`src/rtl/program_sequencer_dbg_if.sv`:
```
// Bundle of the ROM, decoder and debug signals around the program sequencer.
// The sequencer uses the master view; its environment uses the slave view.
interface program_sequencer_dbg_if #(
   parameter int CNT_W = 16
);
   logic             jmp;
   logic             jmp_nz;
   logic [3:0]       ir_nibble;
   logic             dont_jmp;
   logic [7:0]       pm_data;
   logic             halt_req;
   logic             run_req;
   logic             step_req;
   logic             bp_en;
   logic [7:0]       bp_addr;
   logic             cnt_clr;
   logic [7:0]       pm_addr;
   logic [7:0]       pc;
   logic [7:0]       next_instr;
   logic             halted;
   logic [CNT_W-1:0] retired_cnt;
   logic [7:0]       from_PS;

   modport master (
      input  jmp, jmp_nz, ir_nibble, dont_jmp, pm_data,
      input  halt_req, run_req, step_req, bp_en, bp_addr, cnt_clr,
      output pm_addr, pc, next_instr, halted, retired_cnt, from_PS
   );

   modport slave (
      output jmp, jmp_nz, ir_nibble, dont_jmp, pm_data,
      output halt_req, run_req, step_req, bp_en, bp_addr, cnt_clr,
      input  pm_addr, pc, next_instr, halted, retired_cnt, from_PS
   );
endinterface

```
`src/rtl/program_sequencer_dbg.sv`:
```
// Program counter / fetch front end with halt, single-step, breakpoint and a
// retired-instruction counter.
//
// state   | meaning
// --------+-----------------------------------------------------------
// ST_RUN  | fetch advances every cycle, ROM data issued to the decoder
// ST_HALT | pc re-fetched without advancing, NOP issued
// ST_STEP | one instruction issued, then back to ST_HALT
module program_sequencer_dbg #(
   parameter logic [7:0] NOP_INSTR    = 8'h80,
   parameter int         RESET_HALTED = 0,
   parameter int         CNT_W        = 16
) (
   input logic                     clk,
   input logic                     sync_reset,
   program_sequencer_dbg_if.master bus
);

   typedef enum logic [1:0] {
      ST_RUN  = 2'd0,
      ST_HALT = 2'd1,
      ST_STEP = 2'd2
   } state_e;

   localparam state_e RESET_STATE = (RESET_HALTED != 0) ? ST_HALT : ST_RUN;

   state_e           state_q, state_d;
   logic [7:0]       pc_q, pc_d;
   logic [CNT_W-1:0] cnt_q, cnt_d;

   logic       take_jump;
   logic       issue;
   logic       bp_hit;
   logic [7:0] jmp_target;
   logic [7:0] pm_addr_c;

   always_comb begin
      take_jump  = bus.jmp | (bus.jmp_nz & ~bus.dont_jmp);
      jmp_target = {bus.ir_nibble, 4'h0};

      // The instruction already in ir always completes, so jumps win over HALT.
      if (sync_reset)
         pm_addr_c = 8'h00;
      else if (take_jump)
         pm_addr_c = jmp_target;
      else if (state_q == ST_HALT)
         pm_addr_c = pc_q;
      else
         pm_addr_c = pc_q + 8'd1;

      pc_d   = pm_addr_c;
      issue  = ((state_q == ST_RUN) || (state_q == ST_STEP)) && !sync_reset;
      bp_hit = bus.bp_en & (pm_addr_c == bus.bp_addr) & ~take_jump;

      state_d = state_q;
      case (state_q)
         ST_RUN:  if (bus.halt_req || bp_hit) state_d = ST_HALT;
         ST_HALT: begin
            if (bus.run_req)
               state_d = ST_RUN;
            else if (bus.step_req)
               state_d = ST_STEP;
         end
         ST_STEP: state_d = bus.run_req ? ST_RUN : ST_HALT;
         default: state_d = RESET_STATE;
      endcase

      cnt_d = cnt_q;
      if (bus.cnt_clr)
         cnt_d = '0;
      else if (issue)
         cnt_d = cnt_q + CNT_W'(1);
   end

   always_ff @(posedge clk) begin
      if (sync_reset) begin
         state_q <= RESET_STATE;
         pc_q    <= 8'h00;
         cnt_q   <= '0;
      end else begin
         state_q <= state_d;
         pc_q    <= pc_d;
         cnt_q   <= cnt_d;
      end
   end

   assign bus.pm_addr     = pm_addr_c;
   assign bus.pc          = pc_q;
   assign bus.from_PS     = pc_q;
   assign bus.halted      = (state_q == ST_HALT);
   assign bus.next_instr  = issue ? bus.pm_data : NOP_INSTR;
   assign bus.retired_cnt = cnt_q;

endmodule

```
`src/flat_wrapper.sv`:
```
// flat-port wrapper written by rule: the top's interface ports become plain ports
module program_sequencer_dbg_flat 
#(
   parameter logic [7:0] NOP_INSTR    = 8'h80,
   parameter int         RESET_HALTED = 0,
   parameter int         CNT_W        = 16
)
  (clk, sync_reset, bus_jmp, bus_jmp_nz, bus_ir_nibble, bus_dont_jmp, bus_pm_data, bus_halt_req, bus_run_req, bus_step_req, bus_bp_en, bus_bp_addr, bus_cnt_clr, bus_pm_addr, bus_pc, bus_next_instr, bus_halted, bus_retired_cnt, bus_from_PS);
  program_sequencer_dbg_if #(.CNT_W(CNT_W)) bus_i ();
  input logic clk;
  input logic sync_reset;
  input wire logic [$bits(bus_i.jmp)-1:0] bus_jmp;
  input wire logic [$bits(bus_i.jmp_nz)-1:0] bus_jmp_nz;
  input wire logic [$bits(bus_i.ir_nibble)-1:0] bus_ir_nibble;
  input wire logic [$bits(bus_i.dont_jmp)-1:0] bus_dont_jmp;
  input wire logic [$bits(bus_i.pm_data)-1:0] bus_pm_data;
  input wire logic [$bits(bus_i.halt_req)-1:0] bus_halt_req;
  input wire logic [$bits(bus_i.run_req)-1:0] bus_run_req;
  input wire logic [$bits(bus_i.step_req)-1:0] bus_step_req;
  input wire logic [$bits(bus_i.bp_en)-1:0] bus_bp_en;
  input wire logic [$bits(bus_i.bp_addr)-1:0] bus_bp_addr;
  input wire logic [$bits(bus_i.cnt_clr)-1:0] bus_cnt_clr;
  output wire logic [$bits(bus_i.pm_addr)-1:0] bus_pm_addr;
  output wire logic [$bits(bus_i.pc)-1:0] bus_pc;
  output wire logic [$bits(bus_i.next_instr)-1:0] bus_next_instr;
  output wire logic [$bits(bus_i.halted)-1:0] bus_halted;
  output wire logic [$bits(bus_i.retired_cnt)-1:0] bus_retired_cnt;
  output wire logic [$bits(bus_i.from_PS)-1:0] bus_from_PS;
  assign bus_i.jmp = bus_jmp;
  assign bus_i.jmp_nz = bus_jmp_nz;
  assign bus_i.ir_nibble = bus_ir_nibble;
  assign bus_i.dont_jmp = bus_dont_jmp;
  assign bus_i.pm_data = bus_pm_data;
  assign bus_i.halt_req = bus_halt_req;
  assign bus_i.run_req = bus_run_req;
  assign bus_i.step_req = bus_step_req;
  assign bus_i.bp_en = bus_bp_en;
  assign bus_i.bp_addr = bus_bp_addr;
  assign bus_i.cnt_clr = bus_cnt_clr;
  assign bus_pm_addr = bus_i.pm_addr;
  assign bus_pc = bus_i.pc;
  assign bus_next_instr = bus_i.next_instr;
  assign bus_halted = bus_i.halted;
  assign bus_retired_cnt = bus_i.retired_cnt;
  assign bus_from_PS = bus_i.from_PS;
  program_sequencer_dbg #(.NOP_INSTR(NOP_INSTR), .RESET_HALTED(RESET_HALTED), .CNT_W(CNT_W)) u_core (.clk(clk), .sync_reset(sync_reset), .bus(bus_i));
endmodule
```
`config.mk`:
```
export PLATFORM = sky130hd
export DESIGN_NAME = program_sequencer_dbg_flat
export DESIGN_NICKNAME = d
export VERILOG_FILES = /design/src/rtl/program_sequencer_dbg_if.sv /design/src/rtl/program_sequencer_dbg.sv /design/src/flat_wrapper.sv
export SDC_FILE = /design/constraint.sdc
export NUM_CORES = 1
export LEC_CHECK = 0
export CORE_ASPECT_RATIO = 1.4
export CORE_MARGIN = 2
export CORE_UTILIZATION = 43
export CTS_BUF_LIST = sky130_fd_sc_hd__clkbuf_4 sky130_fd_sc_hd__clkbuf_8
export DETAILED_ROUTE_END_ITERATION = 8
export PLACE_DENSITY = 0.8
export SLEW_MARGIN = 10
export SYNTH_ARGS = -nofsm -noshare
export SYNTH_HDL_FRONTEND = slang
export SYNTH_SLANG_ARGS = --single-unit
export TNS_END_PERCENT = 50
```
`constraint.sdc`:
```
create_clock -name clk -period 2.35 [get_ports clk]
set_input_delay 0.47 -clock clk [delete_from_list [all_inputs] [get_ports clk]]
set_output_delay 0.47 -clock clk [all_outputs]
set_load 0.005 [all_outputs]
```
* Yosys cells after proc, flatten, opt, wreduce, memory -nomap -nowiden *
Cells that the tools add are included.

cells by class
  reductions and logical operators = 7
  bitwise logic cells = 6
  muxes and demuxes = 9
  add/subtract/negate cells = 2
  equal/unequal tests = 5

operators by type and width
  operator               count
  $mux 8                 4
  $add 16x1->16 const B  1
  $add 8x1->8 const B    1
  $eq 8x8->1             1
  $mux 2                 3
  $pmux 2 s3             1
  $and 1x1->1            3
  $ne 3x3->1 const B     1
  $eq 2x1->1 const B     1
  $eq 2x2->1 const B     1
  $logic_not 2->1        1
  $logic_or 1x1->1       2
  $ne 2x2->1 const B     1
  $not 1->1              2
  $reduce_and 2->1       1
  $reduce_or 2->1        1
  $logic_and 1x1->1      1
  $logic_not 1->1        1
  $mux 1                 1
  $or 1x1->1             1

storage, ports and cells
  output and inout port bits = 49
  register bits = 26
  input bits = 30
  word-level logic and storage cells = 32

* Logic depth before layout (Yosys ltp) *
Gate-level depths: netlist of run 1.

  depth in word-level cells = 11
  gate-level depth with buffers = 9
  depth with buffers taken out = 7

* Least setup slack after synthesis of run 1 *
No wires, ideal clock.

  kind = register -> output
  from = reg u_core.pc_q[1], in the netlist u_core.bus.from_PS[1]
  to = out bus_pm_addr[7]
  stages on the path, launching flop included = 6
  setup slack = 0.206 ns
  required time = 1.880 ns
  arrival time = 1.674 ns
  buffers on the path = 1
  cell sequence = dfxtp_1 -> clkbuf_1 -> nand2_1 -> or3_1 -> o211a_1 -> or3_1

on the way
  longest elaborated chain between the ends = 4

ends and longest elaborated chain
  what                      RTL line                     RTL
  start: declaration        program_sequencer_dbg.sv:28  logic [7:0] pc_q, pc_d;
  start signal: assignment  program_sequencer_dbg.sv:82  pc_q <= pc_d;
  $add 8x1->8               program_sequencer_dbg.sv:49  pm_addr_c = pc_q + 8'd1;
  $mux 8                    program_sequencer_dbg.sv:46  else if (state_q == ST_HALT)
  $mux 8                    program_sequencer_dbg.sv:44  else if (take_jump)
  $mux 8                    program_sequencer_dbg.sv:42  if (sync_reset)
  end: declaration          flat_wrapper.sv:23           output wire logic [$bits(bus_i.pm_addr)-1:0] bus_pm_addr;

No other way between the ends.

* Worst setup path in the final report of run 1 *
  from = reg u_core.pc_q[1], in the netlist u_core.bus.from_PS[1]
  to = out bus_pm_addr[6]

The elaborated chain is that of the path after synthesis.

==> results of run 1 <==
[timing repair]
| item | in CTS | in global routing |
|---|---|---|
| endpoints found under the setup margin | 16 | 4 |
| resized for setup | 40 | 8 |
| buffers inserted | 5 | 0 |
| pin swaps | 5 | 2 |
[worst paths after layout]
path / start / to / slack (ns) / depth (start not counted)
setup / recovery: u_core.bus.from_PS[1] / bus_pm_addr[6] / -0.03 / 7
hold / removal: u_core.bus.retired_cnt[15] / u_core.bus.retired_cnt[15] / 0.53 / 2
setup reg to reg: u_core.bus.from_PS[1] / u_core.state_q[0] / 0.18 / 10
hold reg to reg: u_core.bus.retired_cnt[15] / u_core.bus.retired_cnt[15] / 0.53 / 2
[state kept, by name, indices dropped and copies added (netlist names)]
name	cells
u_core.state_q	2
u_core.bus.retired_cnt	16
u_core.bus.from_PS	8
[through the flow]
step | hold WS, ns | std cells | power, W
after global placement | 0.4957 | 362 | 0.0007566
after floorplan | 0.4999 | 214 | 0.0005915
after detailed placement | 0.5202 | 362 | 0.0007619
final | 0.5298 | 370 | 0.001015
after global routing | 0.5795 | 370 | 0.001061
after CTS | 0.5412 | 370 | 0.001018
[layout by cell type (no fill, tap or decap), drive strengths merged, types with 4 or more instances in the layout]
cell type      count
a21oi              8
a311oi             4
and2               8
and3               5
buf               54
clkdlybuf4s50     68
dfxtp             26
dlygate4sd2        5
inv                6
nand2             14
nand2b             6
nand3              9
nand4              8
nor2              28
nor3               6
nor3b              4
or3                5
xnor2              7
xor2              13
[final cells by class]
cell class | count | share of cell area
clock buffers | 3 | 0.01401
repair buffers | 128 | 0.3890
multi-input cells | 164 | 0.3902
inverters | 6 | 0.009342
well taps | 43 | 0.01826
flip-flops and latches | 26 | 0.1792
[layer usage]
layer | wire length [µm] | global-route usage
met2 | 2933 | 0.4636
met1 | 1964 | 0.2495
met4 | 162 | 0.09302
met3 | 289 | 0.03420
met5 | 0 | 0
[logic make-up after synthesis]
| family | Yosys count |
|---|---|
| mux | 2 |
| buf+inv | 24 |
| simple gates | 104 |
| xor+xnor | 20 |
| fa+ha+maj | 2 |
| flops | 26 |
| compound gates | 36 |
[power breakdown]
part	internal (W)	switching (W)
clock	0.000115	0.000135
sequential	0.000451	0.0000102
combinational	0.000178	0.000126
[critical path: stages (launching register included)]
cell and delay [ns]:
dfxtp_2 0.34, buf_6 0.10, ha_4 0.14, inv_4 0.04
or4_4 0.48, a311oi_2 0.28, buf_4 0.17, buf_6 0.09
==> summary by stage, run 1 <==
Outcome
The run finished, with violations left. The checks that failed: setup timing.

Global routing
Entering global routing, the biggest net connects 17 pins. The total global routing overflow is 0. The via count of the first global-routing pass is 2028. The initial antenna violation count is 0.

For this run, the total global-route usage over all layers was measured as 0.2394. The global-route wire length before repair is 8859 µm.

Timing
The final total negative setup slack is -0.03209 ns. Setup repair after global routing could not meet its margin everywhere. The final setup violation count is 1. The transition time at the pin with the least slew margin is 0.4237 ns. Of the available clock period, the critical path in the final layout requires 1.014. The count of endpoints failing hold in the final timing report was 0.

The maximum frequency from static timing analysis is 419.8 MHz. The total count of max-transition violations in the final report is 0. The smallest clock period supported by the final layout is computed as 2.382 ns. The relative max-transition margin is 0.7139.

The clock skew is 0.006783 ns. The final setup slack of the worst path is -0.03209 ns.

Layout
Summing all non-filler instances in the final layout gives an area of 2947 µm². The number of filler cells placed in the layout is 296. Compared with the post-synthesis result, the final layout area differs by 69.67%. 0 antenna diodes ended up in the layout. The register area is 528.0 µm². For this run, the share of the core covered by cells in the final layout is 0.7519.

The multi-input gate area in the final layout is 1150 µm². After the last flow step, the layout net total stands at 361. Of the cells placed in the final design, the portion with a size suffix greater than 1 is 0.2630.

Synth
The post-synthesis instance area is 1737 µm². Yosys attributes the largest share of cell area to dfxtp_1 (30%), xor2_1 (6.6%), nor2_1 (6.1%), buf_4 (3.9%), xnor2_1 (3.5%). The count of flip-flops with a built-in enable after synthesis is 0. The mean instance size in the synthesized netlist is 8.115 µm².

In the synthesized netlist, the cells that appear most often are nor2_1 (28), dfxtp_1 (26), nand2_1 (14). Of the total synthesized cell area, the portion taken by XOR and XNOR cells is 0.1009. By area, the combinational part of the netlist is dominated by simple AND/OR/NAND/NOR gates. In the post-synthesis netlist, the cell with the most instances is nor2_1.

Of the post-synthesis cell area, the dominant cell type holds 0.2997. For this run, the leading register cell type out of synthesis is dfxtp_1. The register bit count reported by yosys is 26. The synthesized-area fraction occupied by and/or/nand/nor cells is 0.3278. The count of mapped cells out of synthesis is 214. The library cell with the largest summed area after synthesis is dfxtp_1.

The number of warning messages in the yosys log is 0. Synthesis produced a netlist with a net count of 246. The synthesized-area fraction occupied by ao, oa, aoi and oai cells was 0.1679. The proportion of synthesized chip area in sequential cells is 0.2997. Of the total synthesized cell area, the portion taken by full adders, half adders and majority gates is 0.01441. The count of unique library cells instantiated by Yosys is 53. The async set-reset flop share out of synthesis is 0. The multiplexer share of the synthesized area is 0.01153.

Detailed routing
The number of DRC violations after detailed-routing iteration 0 is 61. Dividing the detail-routed wire length by the instance count gives 14.46 µm. For this run, design rule violations remaining after detail routing come to 0. The count of nets left with antenna violations after detail routing is 0. The first detailed-routing pass took 4 iterations.

The post-detailed-route via-to-cell ratio is 5.476. The total detailed-routing wirelength is 5349 µm. The vias after detailed routing is 2026.

Power
The analysis attributes to cell leakage a power of 1.172 nW. The worst-case IR drop observed on VDD is 0.3104 mV. In this run the power density over the cells is 344.6 nW/µm².

Critical path
The required time of the critical path is 1.88 ns. The top fanout value on the critical path is 4. The nature of the critical path endpoint is an output pin. The critical path is of the reg2out type. The worst setup path is launched from a flip-flop.

The data arrival time of the critical path is 1.91 ns.

Floorplan
The number of cell rows is 27. The core box area is 3919 µm². In this run the count of I/O pins placed on the die edge is 79.

The area of the die is 4570 µm². The initial utilization of the core area, before any placement, comes to 0.4432. The floorplan step set the die height to 79.20 µm.

The width of the die is 57.71 µm.

CTS
After clock tree synthesis, the flow added hold-fix buffers numbering 0. The clock tree from TritonCTS is yes. In this run the number of H-tree levels came out at 1. The clock net sink count is 26. After clock tree synthesis, the clock-pin slew on the worst setup and hold paths is 0.09 ns.

TritonCTS created 3 clock buffers. The deepest clock path buffer count is 2. The later pin in the worst-skew pair is clocked with a latency of 0.27 ns. In this run the clock root is driven by a clkbuf_8.

Job
The tool flagged a number of max-cap violations equal to 0.

Place
Once placement finished, the instance area stood at 2799 µm². The congestion estimate from routability-driven global placement came to 0.8322. The post-placement setup slack is -0.3449 ns. The count of buffers inserted at the top-level ports is 78.

Detailed placement ended at an HPWL of 4122 µm.

Worst hold path
The tightest min-delay check is of the reg2reg type.
(Power assumes the default switching activity.)
==> run 2: changes to the inputs <==
--- a/config.mk
+++ b/config.mk
@@ -11,7 +11,7 @@
 export CTS_BUF_LIST = sky130_fd_sc_hd__clkbuf_4 sky130_fd_sc_hd__clkbuf_8
 export DETAILED_ROUTE_END_ITERATION = 8
 export PLACE_DENSITY = 0.8
-export SLEW_MARGIN = 10
+export SKIP_CTS_REPAIR_TIMING = 1
 export SYNTH_ARGS = -nofsm -noshare
 export SYNTH_HDL_FRONTEND = slang
 export SYNTH_SLANG_ARGS = --single-unit
==> run 2 against run 1 <==
The flow still finishes with violations (setup timing); design area up 0.25%; clock skew up 0.0036 ns; clock power about the same; largest cell class is now non-clock buffers; highest routed layer unchanged.
==> summary by stage, run 2 (synthesis gave the netlist of run 1 again) <==
Outcome
The flow ran to the end, but the final reports show violations. The checks that failed: setup timing.

Layout
The area growth from synthesis to layout is 70.10%. The fraction of layout instances using a drive strength above 1 is 0.2377. For this run, the post-layout net count is 358. The finished cells cover 2954 µm².

The number of diodes is 0. The number of filler cells placed in the layout is 300. The fraction of the core area covered by cells at the end of the flow is 0.7538.

The library cell used most frequently in the layout, excluding fill and tap cells, is clkdlybuf4s50_1. Leaving out fill and tap cells, the most frequent cells in the layout are clkdlybuf4s50_1 (66), buf_4 (45), nor2_1 (27). The flip-flop count of the largest register after layout is 16.

Place
The post-detailed-placement cell area is 2799 µm². OpenSTA, run right after detailed placement, puts the worst setup slack at -0.3449 ns. Once detailed placement completed, the half-perimeter wirelength came to 4122 µm. The global placement routability congestion is 0.8322. The count of buffers inserted at the top-level ports is 78.

Critical path
The nature of the critical path endpoint is an output pin. The data arrival time of the critical path is 1.90 ns. For flop-to-flop paths, the worst setup slack is 0.35 ns.

In this run the worst path has a maximum fanout of 2. In this design, the stage delay of the slowest critical-path cell is 0.38 ns. The cell at the slowest stage of the critical path is dfxtp_4. The signal on the critical path passes through buf_6 > nand2_4 > or3_4 > o211a_1 > or3_4 > buf_6.

The worst setup path is of the reg2out kind. Data on the critical path is required at its endpoint by 1.88 ns. The worst setup path is launched from a flip-flop.

CTS
No sink is reached through more buffers than the 2 on the longest clock path. The clock tree from TritonCTS is yes. The CTS clock-pin slew for the worst setup and hold paths is 0.09 ns. At the later pin of the worst-skew pair, clock insertion delay measures 0.27 ns. The buffer type at the clock tree root is clkbuf_8. The clock net sink count is 26. Buffers inserted during clock tree synthesis total 3. In this run the number of H-tree levels came out at 1.

Global routing
The global routing usage summed across all routing layers is 0.2241. The via count of the first global-routing pass is 1938. Entering global routing, the biggest net connects 17 pins. The global-route wire length before repair is 8280 µm. The total overflow left after global routing is 0.

The initial antenna violation count came to 0.

Timing
Setup repair after global routing could not meet its margin everywhere. Headroom to the max-slew limit came out at 0.6338. The part of the cycle the worst path needs is 1.010. At the pin with the least slew margin, the transition time is 0.5424 ns. Once routing completed, OpenROAD measured the worst setup slack at -0.02439 ns.

The total count of max-transition violations in the final report is 0. The count of endpoints failing hold in the final timing report was 0. The final setup violation count is 1. The final critical-path required period is 2.374 ns. On the final layout, the worst clock skew is 0.01039 ns.

The final total negative setup slack is -0.02439 ns. Based on the critical path, the design can be clocked at up to 421.2 MHz.

Job
The number of max-cap violations is 0.

Detailed routing
The count of nets left with antenna violations once routing finished came out at 0. Dividing the detail-routed wire length by the instance count gives 14.77 µm. For this block, the initial DRC count from the detailed router was 56. In the routed design, unresolved DRC markers number 0.

The post-detailed-route via-to-cell ratio is 5.490. Detailed routing inserted a total of 2015 vias. The total detailed-routing wirelength is 5421 µm. The first-pass detailed-route iteration total is 4.

Floorplan
The area of the die is 4570 µm². The core box area is 3919 µm². The width of the die is 57.71 µm. 79 I/O pins were placed. Row generation in the floorplan step produced 27 rows. The effective utilization at floorplan is 0.4432. The vertical die dimension is 79.20 µm.

Power
IR analysis of the VDD net gives a maximum drop of 0.3109 mV. The power density relative to cell area is 345.5 nW/µm². The leakage power of the design is 1.272 nW. The total power consumption of the routed design is 0.001021 W.

Worst hold path
The min-delay analysis places its worst path in the category reg2reg.
## run 2: cell count changes in the layout (fill, tap and decap cells not counted), moves of 2 or more
cell,delta
clkdlybuf4s50_1,-2
dlygate4sd2_1,-5
dfxtp_1,+3
buf_4,-3
dfxtp_2,-4
buf_2,-3
dlymetal6s2s_1,+9
## run 2: stage by stage
stage / std cells / hold slack [ns]
finish: 367 / 0.5295
global route: 367 / 0.5796
CTS: 365 / 0.5412
detailed placement: 362 / 0.5202
global placement: 362 / 0.4957
floorplan: 214 / 0.4999
## run 2: cell type report
type | instances | area, µm² | area share
repair buffers | 125 | 1162 | 0.3935
multi-input cells | 164 | 1145 | 0.3875
flip-flops and latches | 26 | 526.8 | 0.1783
well taps | 43 | 53.80 | 0.01821
clock buffers | 3 | 41.29 | 0.01398
inverters | 6 | 25.02 | 0.008471
## run 2: worst paths after layout
| check | from | endpoint | depth (start not counted) |
|---|---|---|---|
| setup reg to reg | u_core.bus.from_PS[0] | u_core.state_q[0] | 8 |
| hold / removal | u_core.bus.retired_cnt[15] | u_core.bus.retired_cnt[15] | 2 |
| setup / recovery | u_core.bus.from_PS[0] | bus_pm_addr[7] | 6 |
| hold reg to reg | u_core.bus.retired_cnt[15] | u_core.bus.retired_cnt[15] | 2 |
## run 2: where the power goes
part           switching [W]  internal [W]  total, W
combinational       0.000127      0.000181  0.000308
clock               0.000137      0.000115  0.000252
sequential         0.0000107      0.000450  0.000461
total               0.000275      0.000746   0.00102
## run 2: worst max-delay path: cells and delay by family (launching register included)
kind / cells / cell delay [ns]
AO/OA/AOI/OAI: 1 / 0.23
flip-flops: 1 / 0.38
buffers and inverters: 2 / 0.23
AND/OR/NAND/NOR: 3 / 0.80
## run 2: per-layer routing
metal,up-vias,GRT usage,routed length (µm)
met5,-,0,0
met3,14,0.02606,180
li1,985,-,-
met1,956,0.2375,2160
met4,0,0.08605,144
met2,60,0.4341,2935
